[config.mk]
export PLATFORM = sky130hd
export DESIGN_NAME = prog_loader_flat
export DESIGN_NICKNAME = d
export VERILOG_FILES = /design/src/rtl/prog_loader_pkg.sv /design/src/rtl/prog_loader_if.sv /design/src/rtl/prog_loader_word_asm.sv /design/src/rtl/prog_loader.sv /design/src/flat_wrapper.sv
export SDC_FILE = /design/constraint.sdc
export NUM_CORES = 1
export LEC_CHECK = 0
export CORE_ASPECT_RATIO = 1.1
export CORE_MARGIN = 2
export CORE_UTILIZATION = 47
export CTS_CLUSTER_DIAMETER = 100
export DETAILED_ROUTE_END_ITERATION = 8
export GPL_ROUTABILITY_DRIVEN = 0
export HOLD_SLACK_MARGIN = 0.1
export PLACE_DENSITY = 0.76
export REMOVE_ABC_BUFFERS = 1
export SYNTH_ARGS = -nofsm -noshare
export SYNTH_HDL_FRONTEND = slang
export SYNTH_SLANG_ARGS = --single-unit
[constraint.sdc]
create_clock -name clk -period 2.06 [get_ports clk]
set_input_delay 0.412 -clock clk [delete_from_list [all_inputs] [get_ports clk]]
set_output_delay 0.412 -clock clk [all_outputs]
set_load 0.02 [all_outputs]
[src/rtl/prog_loader_pkg.sv]
// ---------------------------------------------------------------------------
// prog_loader_pkg: shared state encoding and frame constants | rev 1.0
// ---------------------------------------------------------------------------
`default_nettype none

package prog_loader_pkg;

  localparam logic [7:0] DEFAULT_MAGIC = 8'hA5;
  localparam int         LEN_W         = 16;
  localparam int         WORD_BYTES    = 4;
  localparam int         IDX_W         = $clog2(WORD_BYTES);

  typedef enum logic [2:0] {
    IDLE   = 3'd0,
    LEN_LO = 3'd1,
    LEN_HI = 3'd2,
    DATA   = 3'd3,
    DONE   = 3'd4,
    ERROR  = 3'd5
`ifdef PROG_LOADER_CHECKSUM_EN
    ,
    CHECK  = 3'd6
`endif
  } state_t;

endpackage

`default_nettype wire

[src/rtl/prog_loader_if.sv]
// ---------------------------------------------------------------------------
// prog_loader_if: host byte link plus instruction-memory load port | rev 1.0
// ---------------------------------------------------------------------------
`default_nettype none

interface prog_loader_if;
  logic        rx_valid;
  logic [7:0]  rx_data;
  logic        rx_ready;
  logic        prog_load_en;
  logic [63:0] prog_addr;
  logic [31:0] prog_data;

  // master: host side that sources bytes and observes the load port
  modport master (
    output rx_valid, rx_data,
    input  rx_ready, prog_load_en, prog_addr, prog_data
  );

  // slave: the loader itself
  modport slave (
    input  rx_valid, rx_data,
    output rx_ready, prog_load_en, prog_addr, prog_data
  );
endinterface

`default_nettype wire

[src/rtl/prog_loader_word_asm.sv]
// ---------------------------------------------------------------------------
// prog_loader_word_asm: little-endian byte-to-word assembler | rev 1.0
// ---------------------------------------------------------------------------
`default_nettype none

module prog_loader_word_asm
  import prog_loader_pkg::*;
(
  input  logic                      clk,
  input  logic                      reset,
  input  logic                      clear_i,
  input  logic                      byte_valid_i,
  input  logic [7:0]                byte_i,
  output logic [8*WORD_BYTES-1:0]   word_o,
  output logic                      word_done_o
);

  logic [IDX_W-1:0]        idx_q, idx_d;
  logic [8*WORD_BYTES-1:0] word_q, word_d;

  always_comb begin
    word_d = word_q;
    idx_d  = idx_q;
    if (clear_i) begin
      word_d = '0;
      idx_d  = '0;
    end else if (byte_valid_i) begin
      word_d[8*idx_q +: 8] = byte_i;
      idx_d                = idx_q + 1'b1;
    end
  end

  // word_o already includes the byte arriving this cycle so the top can
  // register it alongside the strobe on the same edge
  assign word_o      = word_d;
  assign word_done_o = byte_valid_i && (idx_q == IDX_W'(WORD_BYTES - 1));

  always_ff @(posedge clk) begin
    if (reset) begin
      idx_q  <= '0;
      word_q <= '0;
    end else begin
      idx_q  <= idx_d;
      word_q <= word_d;
    end
  end

endmodule

`default_nettype wire

[src/rtl/prog_loader.sv]
// ---------------------------------------------------------------------------
// prog_loader: framed byte-stream boot loader; PROG_LOADER_CHECKSUM_EN adds
// a trailing XOR checksum byte | rev 1.0
// ---------------------------------------------------------------------------
`default_nettype none

module prog_loader
  import prog_loader_pkg::*;
#(
  parameter logic [63:0] BASE_ADDR      = 64'h0,
  parameter int          MAX_WORDS      = 1024,
  parameter int          TIMEOUT_CYCLES = 1_000_000,
  parameter logic [7:0]  MAGIC          = DEFAULT_MAGIC
) (
  input  logic          clk,
  input  logic          reset,
  prog_loader_if.slave  bus,
  input  logic          restart,
  output logic          cpu_hold,
  output logic          load_done,
  output logic          load_error,
  output logic [15:0]   words_loaded
);

  localparam int               TO_W    = $clog2(TIMEOUT_CYCLES + 1);
  localparam logic [LEN_W-1:0] MAX_LEN = LEN_W'(MAX_WORDS);

  state_t                  state_q;
  logic [7:0]              len_lo_q;
  logic [LEN_W-1:0]        len_q;
  logic [15:0]             words_q;
  logic [TO_W-1:0]         to_q;
  logic                    prog_en_q;
  logic [63:0]             addr_q;
  logic [31:0]             data_q;

  logic                    xfer;
  logic                    in_frame;
  logic                    is_magic;
  logic                    last_word;
  logic                    word_done;
  logic [31:0]             word;
  logic [LEN_W-1:0]        len_rx;

  assign xfer      = bus.rx_valid && bus.rx_ready;
  assign is_magic  = (bus.rx_data == MAGIC);
  assign len_rx    = {bus.rx_data, len_lo_q};
  assign last_word = ((words_q + 16'd1) == len_q);

`ifdef PROG_LOADER_CHECKSUM_EN
  logic [7:0] chk_q;
  assign in_frame = (state_q == LEN_LO) || (state_q == LEN_HI) ||
                    (state_q == DATA)   || (state_q == CHECK);
`else
  assign in_frame = (state_q == LEN_LO) || (state_q == LEN_HI) ||
                    (state_q == DATA);
`endif

  prog_loader_word_asm u_word_asm (
    .clk          (clk),
    .reset        (reset),
    .clear_i      (xfer && (state_q == IDLE) && is_magic),
    .byte_valid_i (xfer && (state_q == DATA)),
    .byte_i       (bus.rx_data),
    .word_o       (word),
    .word_done_o  (word_done)
  );

  always_ff @(posedge clk) begin
    if (reset) begin
      state_q   <= IDLE;
      len_lo_q  <= '0;
      len_q     <= '0;
      words_q   <= '0;
      to_q      <= '0;
      prog_en_q <= 1'b0;
      addr_q    <= '0;
      data_q    <= '0;
`ifdef PROG_LOADER_CHECKSUM_EN
      chk_q     <= '0;
`endif
    end else begin
      prog_en_q <= 1'b0;

      if (in_frame) begin
        to_q <= xfer ? '0 : to_q + 1'b1;
      end

      if (word_done) begin
        prog_en_q <= 1'b1;
        data_q    <= word;
        addr_q    <= BASE_ADDR + {46'b0, words_q, 2'b00};
        words_q   <= words_q + 16'd1;
      end

`ifdef PROG_LOADER_CHECKSUM_EN
      if (xfer && ((state_q == LEN_LO) || (state_q == LEN_HI) || (state_q == DATA))) begin
        chk_q <= chk_q ^ bus.rx_data;
      end
`endif

      case (state_q)
        IDLE: begin
          if (xfer && is_magic) begin
            state_q <= LEN_LO;
            words_q <= '0;
            to_q    <= '0;
`ifdef PROG_LOADER_CHECKSUM_EN
            chk_q   <= '0;
`endif
          end
        end
        LEN_LO: begin
          if (xfer) begin
            len_lo_q <= bus.rx_data;
            state_q  <= LEN_HI;
          end
        end
        LEN_HI: begin
          if (xfer) begin
            len_q <= len_rx;
            if (len_rx > MAX_LEN) begin
              state_q <= ERROR;
            end else if (len_rx == '0) begin
`ifdef PROG_LOADER_CHECKSUM_EN
              state_q <= CHECK;
`else
              state_q <= DONE;
`endif
            end else begin
              state_q <= DATA;
            end
          end
        end
        DATA: begin
          if (word_done && last_word) begin
`ifdef PROG_LOADER_CHECKSUM_EN
            state_q <= CHECK;
`else
            state_q <= DONE;
`endif
          end
        end
`ifdef PROG_LOADER_CHECKSUM_EN
        CHECK: begin
          if (xfer) begin
            state_q <= (bus.rx_data == chk_q) ? DONE : ERROR;
          end
        end
`endif
        DONE, ERROR: begin
          if (restart) begin
            state_q <= IDLE;
            words_q <= '0;
          end
        end
        default: state_q <= IDLE;
      endcase

      // the idle cycle that would bring the counter to the limit aborts the frame
      if (in_frame && !xfer && (to_q == TO_W'(TIMEOUT_CYCLES - 1))) begin
        state_q <= ERROR;
      end
    end
  end

  assign bus.rx_ready     = (state_q != DONE) && (state_q != ERROR);
  assign bus.prog_load_en = prog_en_q;
  assign bus.prog_addr    = addr_q;
  assign bus.prog_data    = data_q;
  assign cpu_hold         = (state_q != DONE);
  assign load_done        = (state_q == DONE);
  assign load_error       = (state_q == ERROR);
  assign words_loaded     = words_q;

endmodule

`default_nettype wire

[src/flat_wrapper.sv]
// flat-port wrapper written by rule: the top's interface ports become plain ports
module prog_loader_flat import prog_loader_pkg::*;
#(
  parameter logic [63:0] BASE_ADDR      = 64'h0,
  parameter int          MAX_WORDS      = 1024,
  parameter int          TIMEOUT_CYCLES = 1_000_000,
  parameter logic [7:0]  MAGIC          = DEFAULT_MAGIC
)
  (clk, reset, restart, cpu_hold, load_done, load_error, words_loaded, bus_rx_valid, bus_rx_data, bus_rx_ready, bus_prog_load_en, bus_prog_addr, bus_prog_data);
  prog_loader_if bus_i ();
  input  logic clk;
  input  logic reset;
  input  logic restart;
  output logic cpu_hold;
  output logic load_done;
  output logic load_error;
  output logic [15:0] words_loaded;
  input wire logic [$bits(bus_i.rx_valid)-1:0] bus_rx_valid;
  input wire logic [$bits(bus_i.rx_data)-1:0] bus_rx_data;
  output wire logic [$bits(bus_i.rx_ready)-1:0] bus_rx_ready;
  output wire logic [$bits(bus_i.prog_load_en)-1:0] bus_prog_load_en;
  output wire logic [$bits(bus_i.prog_addr)-1:0] bus_prog_addr;
  output wire logic [$bits(bus_i.prog_data)-1:0] bus_prog_data;
  assign bus_i.rx_valid = bus_rx_valid;
  assign bus_i.rx_data = bus_rx_data;
  assign bus_rx_ready = bus_i.rx_ready;
  assign bus_prog_load_en = bus_i.prog_load_en;
  assign bus_prog_addr = bus_i.prog_addr;
  assign bus_prog_data = bus_i.prog_data;
  prog_loader #(.BASE_ADDR(BASE_ADDR), .MAX_WORDS(MAX_WORDS), .TIMEOUT_CYCLES(TIMEOUT_CYCLES), .MAGIC(MAGIC)) u_core (.clk(clk), .reset(reset), .bus(bus_i), .restart(restart), .cpu_hold(cpu_hold), .load_done(load_done), .load_error(load_error), .words_loaded(words_loaded));
endmodule
==> results of run 1 <==
==> kinds of logic (layout without fill, tap and decap cells) <==
kind of cell	after synthesis	after routing	synth area share, %
simple gates	392	392	28.1
fa+ha+maj	7	7	1.31
buf+inv	117	219	10.7
other cells	1	49	0.0560
compound gates	156	156	13.6
flops	138	138	41.3
xor+xnor	38	38	4.97
==> worst max-delay path, stage by stage (launching register included) <==
cell       delay (ps)
dfxtp_4           360
buf_6             110
nand4_1           200
buf_6             210
nor2_4             90
nand2_2            80
a2111o_1          450
nor4_4            380
a2bb2oi_1         180
==> registers in the layout, indices dropped and copies added, names as in the netlist <==
signal / cells
u_core.bus.prog_load_en: 1
u_core.u_word_asm.word_q: 24
u_core.to_q: 20
u_core.words_loaded: 16
u_core.state_q: 3
u_core.u_word_asm.idx_q: 2
u_core.len_lo_q: 8
u_core.len_q: 16
u_core.bus.prog_addr: 16
u_core.bus.prog_data: 32
==> worst paths after layout <==
check	cells after the start	end	slack [ps]
worst max-delay path	8	u_core.state_q[2]$_SDFFE_PP0P_	-70
worst min-delay path	2	u_core.bus.prog_data[7]$_SDFFE_PP0P_	210
worst max register to register	8	u_core.state_q[2]$_SDFFE_PP0P_	-70
worst min register to register	2	u_core.bus.prog_addr[8]$_SDFFE_PP0P_	450
==> layout by cell type (no fill, tap or decap), types with 15 or more instances in the layout <==
cell and instances:
nand2_1 173, clkdlybuf4s50_1 65, clkbuf_16 18, nand3_1 53, xnor2_1 24, buf_4 88, dfxtp_1 129, nand4_1 15
o21ai_0 27, a21oi_1 84, conb_1 48, nor2_1 61
==> through the flow <==
| stage | cell area [um^2] | instances | hold WS [ps] |
|---|---|---|---|
| finish | 8780 | 1187 | 208 |
| global route | 8780 | 1186 | 236 |
| CTS | 8650 | 1181 | 201 |
| detailed placement | 7970 | 1148 | 442 |
| global placement | 7970 | 1148 | 441 |
| floorplan | 6190 | 787 | 436 |
==> layer usage <==
metal / global-route usage (%) / up-vias / share of wire [%]
met5: 0 / - / 0
met4: 9.43 / 0 / 3.3
met3: 4.71 / 52 / 5.3
met2: 37.7 / 211 / 48
met1: 27.0 / 2866 / 44
li1: - / 3081 / -
==> power groups by stage <==
stage	clock network, uW	registers (uW)	logic [uW]
finish	2960	2670	261
global route	3130	2660	278
CTS	3000	2670	252
detailed placement	0	2730	251
global placement	0	2730	249
floorplan	0	2730	115
==> timing repair <==
item	CTS	global route
gates cloned	0	1
setup endpoints to repair	26	21
resized for setup	37	25
pin swaps	14	11
buffers inserted	1	4
==> final cells by class <==
class                      instances  share of cell area [%]
clock buffer                      19                    5.04
inverter                           8                   0.342
tap                              188                    2.68
antenna                            1                  0.0285
multi-input combinational        641                    40.1
sequential                       138                    31.7
timing repair buffer             179                    18.7
clock inverter                    13                    1.50
==> summary.md, run 1 <==
| Metric | Value |
|---|---|
| Outcome | finished, violations left |
| Violated checks | negative setup slack |
| Most frequent cell after synthesis | nand2_1 |
| Die area | 15200 um^2 |
| Register bit total from synthesis | 138 |
| Max-slew violations | 0 |
| Multi-input logic area | 3520 um^2 |
| Pwr dens | 671 nW/um^2 |
| Clock power frac | 50.3% |
| Num CTS Buffers | 17 |
| Slew margin rel. | 61.7% |
| DR vias/cell | 5.23 |
| Vias in the first global route | 5622 |
| Synthesized cell area | 6700 um^2 |
| Final Util | 63.4% |
| Max IR drop VDD | 0.000488 V |
| Crit. Startpoint | u_core.words_loaded[1]$_SDFF_PP0_ |
| Worst-Margin Slew | 569 ps |
| Post-Syn Instances | 849 |
| Worst endpoint data arrival time | 2480 ps |
| Final period util | 103% |
| Leak Pwr | 0.00341 uW |
| Crit start category | flop |
| Clock period minus worst slack | 2130 ps |
| Area of the core | 13900 um^2 |
| Power Total | 5890 uW |
| I/O pin count | 129 |
| Row count | 45 |
| Pint | 4460 uW |
| Routed Antenna Nets | 0 |
| Fmax achieved | 470 MHz |
| Worst setup margin | -66.2 ps |
| Hold path startpoint | reset |
| Initial antenna violation count | 0 |
| Synth Flop Type | dfxtp_1 |
| Clk sinks | 138 |
| Remaining DRCs | 0 |
| Endpoints failing hold | 0 |
| H-tree depth | 4 |
| DR vias | 6210 |
| Syn-to-layout area delta | 31.2% |
| Die extent in x | 118 um |
| Largest net degree at the start of global routing | 29 |
| Worst min path class | input port to flop |
| Final wirelength | 17100 um |
| All-Layer GR Usage | 22.0% |
| Worst-case clock buffer depth | 2 |
| Total grt overflow | 0 |
| Reg area | 2780 um^2 |
| Root buf cell | clkbuf_16 |
| Share of the synthesized area in the top cell type | 41.3% |
| Initial Util | 48.3% |
| Die height | 129 um |
| Setup crit end kind | flop |
| DRT iter0 DRCs | 406 |
| Sequential share of power | 45.3% |
| Global-route wire length before repair | 27100 um |
| Net Sw Frac | 24.3% |
| CTS tree | yes |
| R2r startpoint | u_core.words_loaded[1]$_SDFF_PP0_ |
| Synth area leaders | dfxtp_1 41%, nand2_1 9.8%, a21oi_1 6.3% |
| Synth async-reset ratio | 0% |
| Post-synth EDFFs | 0 |
| Cell taking the most area after synthesis | dfxtp_1 |
| Syn avg cell area | 7.89 um^2 |
| Layout cells sized above 1 | 17.4% |
| Nets | 1004 |
| Clk pin slew, worst setup/hold paths | 60 ps |
| Max-cap violations | 0 |
| Setup TNS | -116 ps |
| Drt pass-1 iters | 5 |
| Fill cell count | 1181 |
| Sequential share of the synthesized area | 41.3% |
| Critical path peak fanout | 5 |
| Final HPWL DP | 11500 um |
| Combinational Power Share | 4.4% |
| P_sw | 1430 uW |
| Commonest cells in the netlist | 174 x nand2_1, 138 x dfxtp_1, 84 x a21oi_1 |
| Final Skew | 6.41 ps |
| Syn. warnings | 0 |
| Clk_lat worst skew | 430 ps |
| RSZ-0062 raised after global routing | true |
| Placement Setup Slack | -494 ps |
| WL per Instance | 14.4 um |
| IO buf count | 80 |
| Synth cell types | 68 |
| Hold buffers post-CTS | 0 |
| Final-report setup violation count | 3 |
| CP Data Required Time | 2410 ps |
| Critical path type | flop to flop |
Power figures use the tool's default switching activity.
==> run 2, diff against run 1 <==
--- a/config.mk
+++ b/config.mk
@@ -5,7 +5,6 @@
 export SDC_FILE = /design/constraint.sdc
 export NUM_CORES = 1
 export LEC_CHECK = 0
-export CORE_ASPECT_RATIO = 1.1
 export CORE_MARGIN = 2
 export CORE_UTILIZATION = 47
 export CTS_CLUSTER_DIAMETER = 100
==> summary.md, run 2 (synthesis results as in run 1) <==
| Metric | Value |
|---|---|
| Outcome | finished, violations left |
| Violated checks | negative setup slack |
| DR vias/cell | 5.28 |
| Total grt overflow | 0 |
| Final-report setup violation count | 3 |
| Root buf cell | clkbuf_16 |
| Max IR drop VDD | 0.000627 V |
| Final wirelength | 17500 um |
| Most common cell after layout, fill and taps aside | nand2_1 |
| Num CTS Buffers | 17 |
| Leak Pwr | 0.00358 uW |
| All-Layer GR Usage | 22.8% |
| Max FFs per register | 32 |
| Worst-Margin Slew | 575 ps |
| Final Skew | 5.47 ps |
| Worst min path class | input port to flop |
| Clk pin slew, worst setup/hold paths | 60 ps |
| # diodes | 0 |
| Final period util | 104% |
| Remaining DRCs | 0 |
| Nets | 1024 |
| Clk sinks | 138 |
| Clock period minus worst slack | 2150 ps |
| Drt pass-1 iters | 6 |
| Initial antenna violation count | 0 |
| Wl on met1 | 7600 um |
| DRT iter0 DRCs | 568 |
| Critical path type | flop to flop |
| Worst-case clock buffer depth | 2 |
| DR vias | 6320 |
| Max-slew violations | 0 |
| Clk_lat worst skew | 420 ps |
| Hold WS | 285 ps |
| Global-route wire length before repair | 27200 um |
| Pwr dens | 727 nW/um^2 |
| Fill cell count | 1153 |
| Crit start category | flop |
| Layout cells sized above 1 | 18.8% |
| Uppermost layer routed | met4 |
| Die area | 15200 um^2 |
| Commonest cells after routing, fill and taps aside | 173 x nand2_1, 129 x dfxtp_1, 108 x buf_4 |
| Reg area | 2780 um^2 |
| Final Util | 64.8% |
| IO buf count | 80 |
| Setup crit end kind | flop |
| Worst setup margin | -90.3 ps |
| Largest net degree at the start of global routing | 37 |
| Endpoints failing hold | 0 |
| CTS tree | yes |
| Die extent in x | 123 um |
| Multi-input logic area | 3490 um^2 |
| CP Data Required Time | 2410 ps |
| Critical path peak fanout | 4 |
| Slew margin rel. | 61.3% |
| Area of the core | 13900 um^2 |
| Wire length on met3 | 1010 um |
| Fmax achieved | 465 MHz |
| Max-cap violations | 0 |
| Final HPWL DP | 11600 um |
| Die height | 123 um |
| Syn-to-layout area delta | 34.4% |
| Met2 Routed Length | 8400 um |
| Worst endpoint data arrival time | 2500 ps |
| RSZ-0062 raised after global routing | true |
| Initial Util | 48.2% |
| Vias in the first global route | 5609 |
| Row count | 43 |
| WL per Instance | 14.6 um |
| I/O pin count | 129 |
| Routed Antenna Nets | 0 |
| H-tree depth | 4 |
==> run 2: stage by stage <==
step | cell area (um^2) | worst slack (ps) | setup TNS, ps | std cells | total power (uW)
finish | 9000 | -90.3 | -190 | 1198 | 6540
detailed placement | 8020 | -458 | -29500 | 1152 | 2970
CTS | 8860 | -61.8 | -102 | 1189 | 6560
global placement | 8020 | -441 | -26370 | 1152 | 2970
floorplan | 6190 | -1020 | -25440 | 787 | 2840
global route | 9000 | -181 | -434 | 1198 | 6720
==> run 2: final timing paths <==
path                                                              end  cells past startpoint                             startpoint  slack (ps)
worst max-delay path                   u_core.state_q[2]$_SDFFE_PP0P_                      9      u_core.words_loaded[1]$_SDFF_PP0_         -90
worst min-delay path             u_core.bus.prog_data[7]$_SDFFE_PP0P_                      2                                  reset         280
worst max register to register         u_core.state_q[2]$_SDFFE_PP0P_                      9      u_core.words_loaded[1]$_SDFF_PP0_         -90
worst min register to register  u_core.bus.prog_data[22]$_SDFFE_PP0P_                      2  u_core.bus.prog_data[22]$_SDFFE_PP0P_         450
==> run 2: layout make-up <==
type	instances	area share (%)
clock buffer	20	5.07
clock inverter	12	2.68
inverter	8	0.334
multi-input combinational	641	38.8
sequential	138	30.8
tap	180	2.50
timing repair buffer	199	19.7
==> run 2: where the power goes <==
group	internal (uW)	switching, uW
Sequential	2670	0.424
Clock	2450	1150
Combinational	80.7	189
==> run 2: metal layers <==
layer  up-vias  track usage (%)
met5         -                0
met4         0             10.4
met3        48             4.29
met2       228             36.2
met1      2939             30.1
li1       3105                -
==> run 2: timing repair <==
| action | 4_1_cts | 5_1_grt |
|---|---|---|
| hold endpoints to repair | 0 | 0 |
| setup buffers | 5 | 9 |
| cloned | 0 | 1 |
| hold buffers | 0 | 0 |
| gates resized for setup | 38 | 20 |
| setup endpoints to repair | 24 | 36 |
| pin swaps | 14 | 7 |
==> run 2: worst max-delay path: stages (launching register included) <==
cell	delay (ps)
dfxtp_4	350
ha_4	180
and3_4	200
buf_6	120
nand4_1	70
o221ai_1	120
or4_4	590
nor4_4	140
buf_4	170
a2bb2oi_1	140
==> run 3, diff against run 2 <==
--- a/config.mk
+++ b/config.mk
@@ -5,6 +5,7 @@
 export SDC_FILE = /design/constraint.sdc
 export NUM_CORES = 1
 export LEC_CHECK = 0
+export CORE_ASPECT_RATIO = 0.9
 export CORE_MARGIN = 2
 export CORE_UTILIZATION = 47
 export CTS_CLUSTER_DIAMETER = 100
==> summary.md, run 3 (synthesis results as in run 1) <==
| Metric | Value |
|---|---|
| Area of the core | 14000 um^2 |
| Outcome | finished, violations left |
| Die height | 117 um |
| Remaining DRCs | 0 |
| Final-report setup violation count | 3 |
| CTS tree | yes |
| Final period util | 105% |
| WL per Instance | 14.4 um |
| Final Skew | 7.17 ps |
| Max-slew violations | 0 |
| Setup TNS | -274 ps |
| Fmax achieved | 464 MHz |
| Total grt overflow | 0 |
| Finished Cell Area | 8830 um^2 |
| All-Layer GR Usage | 22.7% |
| Die extent in x | 130 um |
| H-tree depth | 4 |
| Clk_lat worst skew | 420 ps |
| DRT iter0 DRCs | 621 |
| Syn-to-layout area delta | 31.9% |
| Worst endpoint data arrival time | 2510 ps |
| Slowest CP cell | a2111o_1 |
| Initial antenna violation count | 0 |
| Max FFs per register | 32 |
| R2R Setup Slk | -90 ps |
| Setup crit end kind | flop |
| Hold buffers post-CTS | 0 |
| Placement Setup Slack | -460 ps |
| Critical-path cell list | ha_4 -> and3_4 -> a32oi_1 -> and2b_2 -> a2111o_1 -> nor4_4 -> buf_4 -> a2bb2oi_2 |
| Most common cell after layout, fill and taps aside | nand2_1 |
| Final std cells w/o fill | 1195 |
| Nets | 1008 |
| Initial Util | 48.0% |
| Violated checks | negative setup slack |
| Pwr dens | 679 nW/um^2 |
| Max IR drop VDD | 0.000597 V |
| Critical path type | flop to flop |
| Final Util | 63.3% |
| Worst setup margin | -93.2 ps |
| Worst min path class | input port to flop |
| CP max stage delay | 420 ps |
| Clock period minus worst slack | 2150 ps |
| Die area | 15200 um^2 |
| Area post-placement | 7990 um^2 |
| Num CTS Buffers | 17 |
| DR vias | 6222 |
| Final wirelength | 17200 um |
| Clk pin slew, worst setup/hold paths | 60 ps |
| Commonest cells after routing, fill and taps aside | 172 x nand2_1, 133 x dfxtp_1, 94 x buf_4 |
| Row count | 41 |
| CP Data Required Time | 2420 ps |
| Vias in the first global route | 5651 |
| CP Buf/Inv Count | 1 |
| # diodes | 0 |
| Layout cells sized above 1 | 17.7% |
| Crit start category | flop |
| Global-route wire length before repair | 27100 um |
| DR vias/cell | 5.21 |
| Routed Antenna Nets | 0 |
| Final HPWL DP | 11700 um |
| Largest net degree at the start of global routing | 39 |
| Placed insts | 1157 |
| Top cell family by delay on the critical path | compound AO/OA/AOI/OAI gates |
| I/O pin count | 129 |
| Critical path peak fanout | 3 |
| Endpoints failing hold | 0 |
| Max-cap violations | 0 |
| Root buf cell | clkbuf_16 |
| Leak Pwr | 0.00341 uW |
| Worst-case clock buffer depth | 2 |
| Clk sinks | 138 |
| RSZ-0062 raised after global routing | true |
| Drt pass-1 iters | 5 |
| IO buf count | 80 |
-- run 3: repair_timing --
item                       in CTS  in global routing
buffers inserted                1                  4
cloned                          0                  1
setup endpoints to repair       8                 25
gates resized for setup        33                 24
pin swaps                      13                  8
-- run 3: worst reg2reg max path, delay by kind of cell, from the launching register on --
family,cells,cell delay (ps)
simple gates,3,660
flops,1,360
compound gates,3,730
buf+inv,1,180
fa+ha+maj,1,170
-- run 3: power by group --
part	total (uW)	switching, uW	internal [uW]	leakage, uW
clock	3060	1140	1920	0.000282
combinational	265	188	77.1	0.00202
sequential	2670	0.431	2670	0.00111
total	6000	1330	4670	0.00341
-- run 3: final cells by class --
cell class,count,area [um^2]
multi-input cells,641,3540
repair buffers,183,1650
inverters,8,30.0
clock inverters,12,149
well taps,193,241
flip-flops and latches,138,2770
fillers,1230,5120
clock buffers,20,447
-- run 3: worst paths after layout --
| path | from | to | depth (start not counted) |
|---|---|---|---|
| worst max-delay path | u_core.words_loaded[0]$_SDFF_PP0_ | u_core.state_q[2]$_SDFFE_PP0P_ | 8 |
| worst min-delay path | reset | u_core.bus.prog_load_en$_SDFF_PP0_ | 2 |
| worst min register to register | u_core.bus.prog_addr[5]$_SDFFE_PP0P_ | u_core.bus.prog_addr[5]$_SDFFE_PP0P_ | 2 |
| worst max register to register | u_core.words_loaded[0]$_SDFF_PP0_ | u_core.state_q[2]$_SDFFE_PP0P_ | 8 |
-- run 3: per-layer routing --
metal  global-route usage [%]  routed length, um  up-vias
met4                     8.89                250        0
met5                        0                  0        -
met2                     37.1               8120      212
li1                         -                  -     3079
met1                     29.4               7760     2908
met3                     5.32               1060       23
-- run 3: stage by stage --
step           hold slack [ps]  total power, uW
2_1_floorplan              436             2840
3_3_place_gp               441             2980
3_5_place_dp               445             2980
4_1_cts                    399             6020
5_1_grt                    423             6180
6_report                   419             6000
